<file path="config.mk">
export PLATFORM = sky130hd
export DESIGN_NAME = hazard_stall_unit
export DESIGN_NICKNAME = d
export VERILOG_FILES = /design/src/rtl/hazard_stall_unit_pkg.sv /design/src/rtl/hazard_stall_unit_load_use.sv /design/src/rtl/hazard_stall_unit.sv
export SDC_FILE = /design/constraint.sdc
export NUM_CORES = 1
export LEC_CHECK = 0
export BUFFER_PORTS_ARGS = -buffer_cell sky130_fd_sc_hd__buf_2
export CAP_MARGIN = 20
export CELL_PAD_IN_SITES_DETAIL_PLACEMENT = 2
export CELL_PAD_IN_SITES_GLOBAL_PLACEMENT = 2
export CORE_MARGIN = 3
export CORE_UTILIZATION = 30
export DETAILED_ROUTE_END_ITERATION = 16
export PLACE_DENSITY = 0.9
export SLEW_MARGIN = 20
export SYNTH_ARGS = -nofsm -noshare
export SYNTH_HDL_FRONTEND = slang
export SYNTH_SLANG_ARGS = --single-unit
</file>
<file path="constraint.sdc">
create_clock -name clk -period 3.4 [get_ports clk]
set_input_delay 0.51 -clock clk [delete_from_list [all_inputs] [get_ports clk]]
set_output_delay 0.51 -clock clk [all_outputs]
set_load 0.02 [all_outputs]
</file>
<file path="src/rtl/hazard_stall_unit_pkg.sv">
// Shared pipeline definitions for the hazard/stall unit: register index
// width, the zero register, the MDU FSM state encoding and the bundled
// pipeline-control words (including the bubble/NOP insertion patterns).
package hazard_stall_unit_pkg;

    localparam int REG_W = 5;
    localparam logic [REG_W-1:0] REG_ZERO = '0;

    typedef enum logic [1:0] {
        ST_RUN  = 2'd0,
        ST_BUSY = 2'd1,
        ST_DONE = 2'd2
    } mdu_state_e;

    // One word carrying every pipeline control this unit drives.
    typedef struct packed {
        logic pc_write;
        logic ifid_write;
        logic idex_write;
        logic idex_bubble;
        logic exmem_bubble;
        logic ifid_flush;
        logic mdu_busy;
    } stall_ctrl_t;

    // Free-flowing pipeline, nothing inserted.
    localparam stall_ctrl_t CTRL_DEFAULT = '{pc_write: 1'b1, ifid_write: 1'b1,
        idex_write: 1'b1, idex_bubble: 1'b0, exmem_bubble: 1'b0,
        ifid_flush: 1'b0, mdu_busy: 1'b0};

    // MDU accepted in RUN: freeze front end, NOP into EX/MEM.
    localparam stall_ctrl_t CTRL_MDU_START = '{pc_write: 1'b0, ifid_write: 1'b0,
        idex_write: 1'b0, idex_bubble: 1'b0, exmem_bubble: 1'b1,
        ifid_flush: 1'b0, mdu_busy: 1'b0};

    // MDU still occupying EX: same freeze, busy flag raised.
    localparam stall_ctrl_t CTRL_MDU_BUSY = '{pc_write: 1'b0, ifid_write: 1'b0,
        idex_write: 1'b0, idex_bubble: 1'b0, exmem_bubble: 1'b1,
        ifid_flush: 1'b0, mdu_busy: 1'b1};

    // Taken branch: kill the IF/ID and ID instructions, PC takes the target.
    localparam stall_ctrl_t CTRL_FLUSH = '{pc_write: 1'b1, ifid_write: 1'b1,
        idex_write: 1'b1, idex_bubble: 1'b1, exmem_bubble: 1'b0,
        ifid_flush: 1'b1, mdu_busy: 1'b0};

    // Load-use: hold PC and IF/ID, NOP into ID/EX for one cycle.
    localparam stall_ctrl_t CTRL_LOAD_USE = '{pc_write: 1'b0, ifid_write: 1'b0,
        idex_write: 1'b1, idex_bubble: 1'b1, exmem_bubble: 1'b0,
        ifid_flush: 1'b0, mdu_busy: 1'b0};

endpackage

</file>
<file path="src/rtl/hazard_stall_unit_load_use.sv">
// Load-use RAW comparator. Flags an ID instruction that needs, as an ALU
// operand, the register a load in EX is about to write. A store that only
// depends on its rt data is exempt: the MEM-stage store-data forward covers it.
module load_use_detect
    import hazard_stall_unit_pkg::*;
(
    input  logic [REG_W-1:0] rs_id,
    input  logic [REG_W-1:0] rt_id,
    input  logic             uses_rt_id,
    input  logic             memwrite_id,
    input  logic [REG_W-1:0] dest_ex,
    input  logic             memread_ex,
    output logic             load_use
);

    logic rs_hit;
    logic rt_hit;

    // Pure comparator; writes to the zero register never create a hazard.
    always_comb begin
        rs_hit   = (dest_ex == rs_id);
        rt_hit   = (dest_ex == rt_id) && uses_rt_id && !memwrite_id;
        load_use = memread_ex && (dest_ex != REG_ZERO) && (rs_hit || rt_hit);
    end

endmodule

</file>
<file path="src/rtl/hazard_stall_unit.sv">
// Hazard/stall unit: holds or flushes the front-end pipeline registers for
// load-use hazards, multi-cycle MDU occupancy of EX and taken branches, and
// counts cycles in which the PC was held.
// Priority: reset > MDU (start/busy) > branch flush > load-use.
module hazard_stall_unit
    import hazard_stall_unit_pkg::*;
#(
    parameter int MDU_LATENCY = 4,
    parameter int CNT_W       = 4,
    parameter int PERF_W      = 32
) (
    input  logic              clk,
    input  logic              rst,
    input  logic [4:0]        rs_id,
    input  logic [4:0]        rt_id,
    input  logic              uses_rt_id,
    input  logic              memwrite_id,
    input  logic [4:0]        dest_ex,
    input  logic              memread_ex,
    input  logic              mdu_start_ex,
    input  logic              branch_taken_ex,
    output logic              pc_write,
    output logic              ifid_write,
    output logic              idex_write,
    output logic              idex_bubble,
    output logic              exmem_bubble,
    output logic              ifid_flush,
    output logic              mdu_busy,
    output logic [PERF_W-1:0] stall_count
);

    // The start cycle is one stall cycle, BUSY supplies the other LATENCY-1.
    localparam logic [CNT_W-1:0] CNT_LOAD = CNT_W'(MDU_LATENCY - 1);
    localparam logic [CNT_W-1:0] CNT_ONE  = CNT_W'(1);

    mdu_state_e        state_q, state_d;
    logic [CNT_W-1:0]  cnt_q, cnt_d;
    logic [PERF_W-1:0] stall_count_q;
    logic              load_use;
    stall_ctrl_t       ctrl;

    load_use_detect u_load_use (
        .rs_id       (rs_id),
        .rt_id       (rt_id),
        .uses_rt_id  (uses_rt_id),
        .memwrite_id (memwrite_id),
        .dest_ex     (dest_ex),
        .memread_ex  (memread_ex),
        .load_use    (load_use)
    );

    // State, MDU counter and perf counter; reset wins over everything.
    always_ff @(posedge clk) begin
        if (!rst) begin
            state_q       <= ST_RUN;
            cnt_q         <= '0;
            stall_count_q <= '0;
        end else begin
            state_q <= state_d;
            cnt_q   <= cnt_d;
            if (!ctrl.pc_write) begin
                stall_count_q <= stall_count_q + PERF_W'(1);
            end
        end
    end

    // Next state: start in RUN, count down in BUSY, one settle cycle in DONE
    // where a still-asserted mdu_start_ex belongs to the finishing instruction.
    always_comb begin
        state_d = state_q;
        cnt_d   = cnt_q;
        case (state_q)
            ST_RUN: begin
                if (mdu_start_ex) begin
                    state_d = ST_BUSY;
                    cnt_d   = CNT_LOAD;
                end
            end
            ST_BUSY: begin
                cnt_d = cnt_q - CNT_ONE;
                if (cnt_q == CNT_ONE) begin
                    state_d = ST_DONE;
                end
            end
            ST_DONE: begin
                state_d = ST_RUN;
            end
            default: begin
                state_d = ST_RUN;
                cnt_d   = '0;
            end
        endcase
    end

    // Control outputs from state plus current inputs, in priority order.
    always_comb begin
        ctrl = CTRL_DEFAULT;
        case (state_q)
            ST_RUN: begin
                if (mdu_start_ex) begin
                    ctrl = CTRL_MDU_START;
                end else if (branch_taken_ex) begin
                    ctrl = CTRL_FLUSH;
                end else if (load_use) begin
                    ctrl = CTRL_LOAD_USE;
                end
            end
            ST_BUSY: ctrl = CTRL_MDU_BUSY;
            ST_DONE: ctrl = CTRL_DEFAULT;
            default: ctrl = CTRL_DEFAULT;
        endcase
    end

    assign pc_write     = ctrl.pc_write;
    assign ifid_write   = ctrl.ifid_write;
    assign idex_write   = ctrl.idex_write;
    assign idex_bubble  = ctrl.idex_bubble;
    assign exmem_bubble = ctrl.exmem_bubble;
    assign ifid_flush   = ctrl.ifid_flush;
    assign mdu_busy     = ctrl.mdu_busy;
    assign stall_count  = stall_count_q;

endmodule

</file>
==> metrics.txt <==
share of cells above drive strength 1=23.9%; Post-Synth Adder-Cell Area=1.93%; Sequential Power Share=53.4%; Max FO, Critical Path=20; busiest grt layer=met2; number of global-route vias before repair=2061; Filler cells=739; PwrDens=371 mW/mm2; switching share of power=27.0%; row count=28; Post-DP HPWL=4640 um; Final nets=322; initial drt markers=85; clk slew on worst S/H paths=0.07 ns; number of setup violations in the final report=0; Resized cells post-CTS=0; crit path DAT=2.10 ns; Area Overhead vs Synth=22.6%; met3 Usage GRT=3.52%; area post-placement=0.00230 mm2; setup_tns=0 ns; Crit. End Element=primary output; YS warnings=0; run status=complete, no violations; htree depth=2; largest net degree at the start of global routing=21; via/cell ratio=5.46; port bufs=60; Final period util=76.8%; Sink Count=38; crit path buf inv count=2; met1 usage in global routing=21.6%; via count=2032; Max Clk Rate=383 MHz; crit path kind=in -> out; Int Pwr=0.000644 W; Avg Cell Area, Syn=8.12 um2; VDD IR-drop max=0.000167 V; Leakage=1.00 nW; Place WS=0.437 ns; clock latency on the worst-skew pair=0.29 ns; maximum clock insertion buffer count=2; DRC violation count after routing=0; die width=86.4 um; Post-Synth Simple-Gate Area=27.1%; Hold Violations, Final=0; Antenna diodes=0; hold buffer count at CTS=0; DR WL/cell=16.6 um; final cell count without fillers=372; Rel. slew slack=48.5%; first-pass GRT wire length=10300 um; fraction of synthesized area in multiplexers=1.10%; power share of the combinational group=13.5%; mapped cell area=0.00194 mm2; NetSw=0.000238 W; Distinct cells, synth=37; M2 GR Usage=29.5%; Starting Density=31.8%; postcts setup bufs=0; DRT antenna net count=0; fin. max-slew vios=0; CTS Root Cell=clkbuf_8; post-route cell area=0.00238 mm2; area leader, netlist=dfxtp_1; largest family of logic cells by synthesized area=simple AND/OR/NAND/NOR gates; xor and xnor fraction of the mapped netlist area=8.12%; net count after synthesis=264; critical path's slowest cell=nor2_2; io pins=61; clock share of power=33.0%; Worst Path Required=2.89 ns; Worst-Margin Slew=0.769 ns; routed wire length=6190 um; area fraction in compound gates after synthesis=18.4%; part of the Yosys area used for sequential elements=39.2%; Core Box Area=0.00610 mm2; fin crit period=2.61 ns; critical path's top delay family=simple AND/OR/NAND/NOR gates; dpl cells=365; DR pass1 iterations=4; slowest stage delay, CP=0.56 ns; TritonCTS clock tree=done; GRT Total Usage=17.0%; chip height=86.4 um; area share of the largest cell type after synthesis=39.2%; Final Skew=0.00102 ns; GP Congestion=0.730; grt total ovfl=0; critical path, cell by cell=buf_2 > nor4_1 > a21boi_0 > nand2_1 > a21oi_2 > nor2_2 > buf_2; Syn Inst Count=239; die area=0.00747 mm2; Max Cap Viol=0; RSZ-0062 raised after global routing=no; number of CTS-inserted buffers=5; most used cell along the critical path=buf_2; Hold Crit Class=in -> reg; initial antenna violation count=0; largest cells by area after synthesis=dfxtp_1 (39%), or3_1 (7.1%), o21ai_0 (6.7%), a21oi_1 (6.4%), xor2_1 (5.9%); final worst slack=0.788 ns; Critical Path Start Type=input pin; flops & latches, synth=38
## power by group through the flow
stage / clock [W] / sequential (W) / combinational (W)
final: 0.000291 / 0.000471 / 0.000119
after floorplan: 0 / 0.000481 / 0.0000740
after global routing: 0.000327 / 0.000473 / 0.000133
after detailed placement: 0 / 0.000481 / 0.000121
after CTS: 0.000300 / 0.000471 / 0.000121
after global placement: 0 / 0.000480 / 0.000116
## flip-flops by register name (all words and copies together), names as in the netlist
| register | flops |
|---|---|
| cnt_q | 4 |
| stall_count | 32 |
| state_q | 2 |
## placed cells by master, fill, tap and decap left out, types with 3 or more instances in the layout
cell | synthesis | layout
ha_1 | 3 | 3
xnor2_1 | 5 | 5
nor3b_1 | 3 | 3
clkbuf_8 | 0 | 5
or3_1 | 22 | 22
xor2_1 | 13 | 13
and2_1 | 3 | 3
and3_1 | 11 | 11
o21ai_0 | 26 | 26
a21oi_1 | 25 | 25
dfxtp_1 | 38 | 38
nand3_1 | 8 | 8
nor2_1 | 17 | 16
buf_2 | 4 | 60
o2111ai_1 | 3 | 3
nand4_1 | 7 | 7
nor2b_1 | 3 | 3
inv_1 | 7 | 7
nand2_1 | 12 | 12
## final cells by class
type                            instances  area, um2  area share [%]
Sequential cell                        38        761            32.0
Tap cell                               75       93.8            3.95
Inverter                                8       30.0            1.26
Clock buffer                            7       76.3            3.21
Timing Repair Buffer                   62        315            13.3
Multi-Input combinational cell        182       1100            46.3
## metal layers
| layer | vias to the layer above | part of all wire [%] |
|---|---|---|
| li1 | 973 | - |
| met1 | 1011 | 44 |
| met2 | 42 | 51 |
| met3 | 6 | 3.6 |
| met4 | 0 | 1.0 |
| met5 | - | 0 |
## cells in the mapped netlist (all sizes together)
| cell | n |
|---|---|
| mux2 | 1 |
| xor2 | 13 |
| clkinv | 1 |
| nand3 | 8 |
| ha | 3 |
| a21boi | 1 |
| nor2b | 3 |
| o311a | 1 |
| o211ai | 2 |
| nand4 | 7 |
| o2111a | 1 |
| nand2 | 12 |
| and2 | 3 |
| nor3b | 3 |
| buf | 5 |
| nor3 | 2 |
| a21oi | 26 |
| a211oi | 1 |
| mux2i | 1 |
| xnor2 | 5 |
| or3 | 22 |
| inv | 7 |
| nand2b | 2 |
| o2111ai | 3 |
| nor4b | 1 |
| dfxtp | 38 |
| a222oi | 1 |
| nor4 | 2 |
| and3 | 11 |
| nor2 | 17 |
| clkbuf | 6 |
| and4 | 2 |
| o21ai | 27 |
| or2 | 1 |
## stage by stage
stage	utilization (%)	hold slack (ns)	total power [W]
5_1_grt	39.0	0.469	0.000932
3_5_place_dp	37.7	0.493	0.000601
6_report	39.0	0.478	0.000882
2_1_floorplan	-	0.506	0.000555
4_1_cts	39.0	0.472	0.000892
3_3_place_gp	37.7	0.463	0.000596
## kinds of logic (layout without fill, tap and decap cells)
kind of cell               after synthesis  in the layout
and+or+nand+nor                         96             96
AOI/OAI and AO/OA                       63             63
DFF                                     38             38
buffers and inverters                   19             77
xor gates and xnor gates                18             18
adders and majority gates                3              3
muxes                                    2              2
## path summary, 6_finish.rpt
| kind | startpoint | end | slack [ns] | cells after the start |
|---|---|---|---|---|
| setup / recovery | dest_ex[0] | pc_write | 0.79 | 7 |
| hold / removal | rst | cnt_q[1] | 0.48 | 2 |
| setup reg to reg | stall_count[6] | stall_count[31] | 0.95 | 7 |
| hold reg to reg | stall_count[31] | stall_count[31] | 0.49 | 2 |
Power figures use the tool's default switching activity.
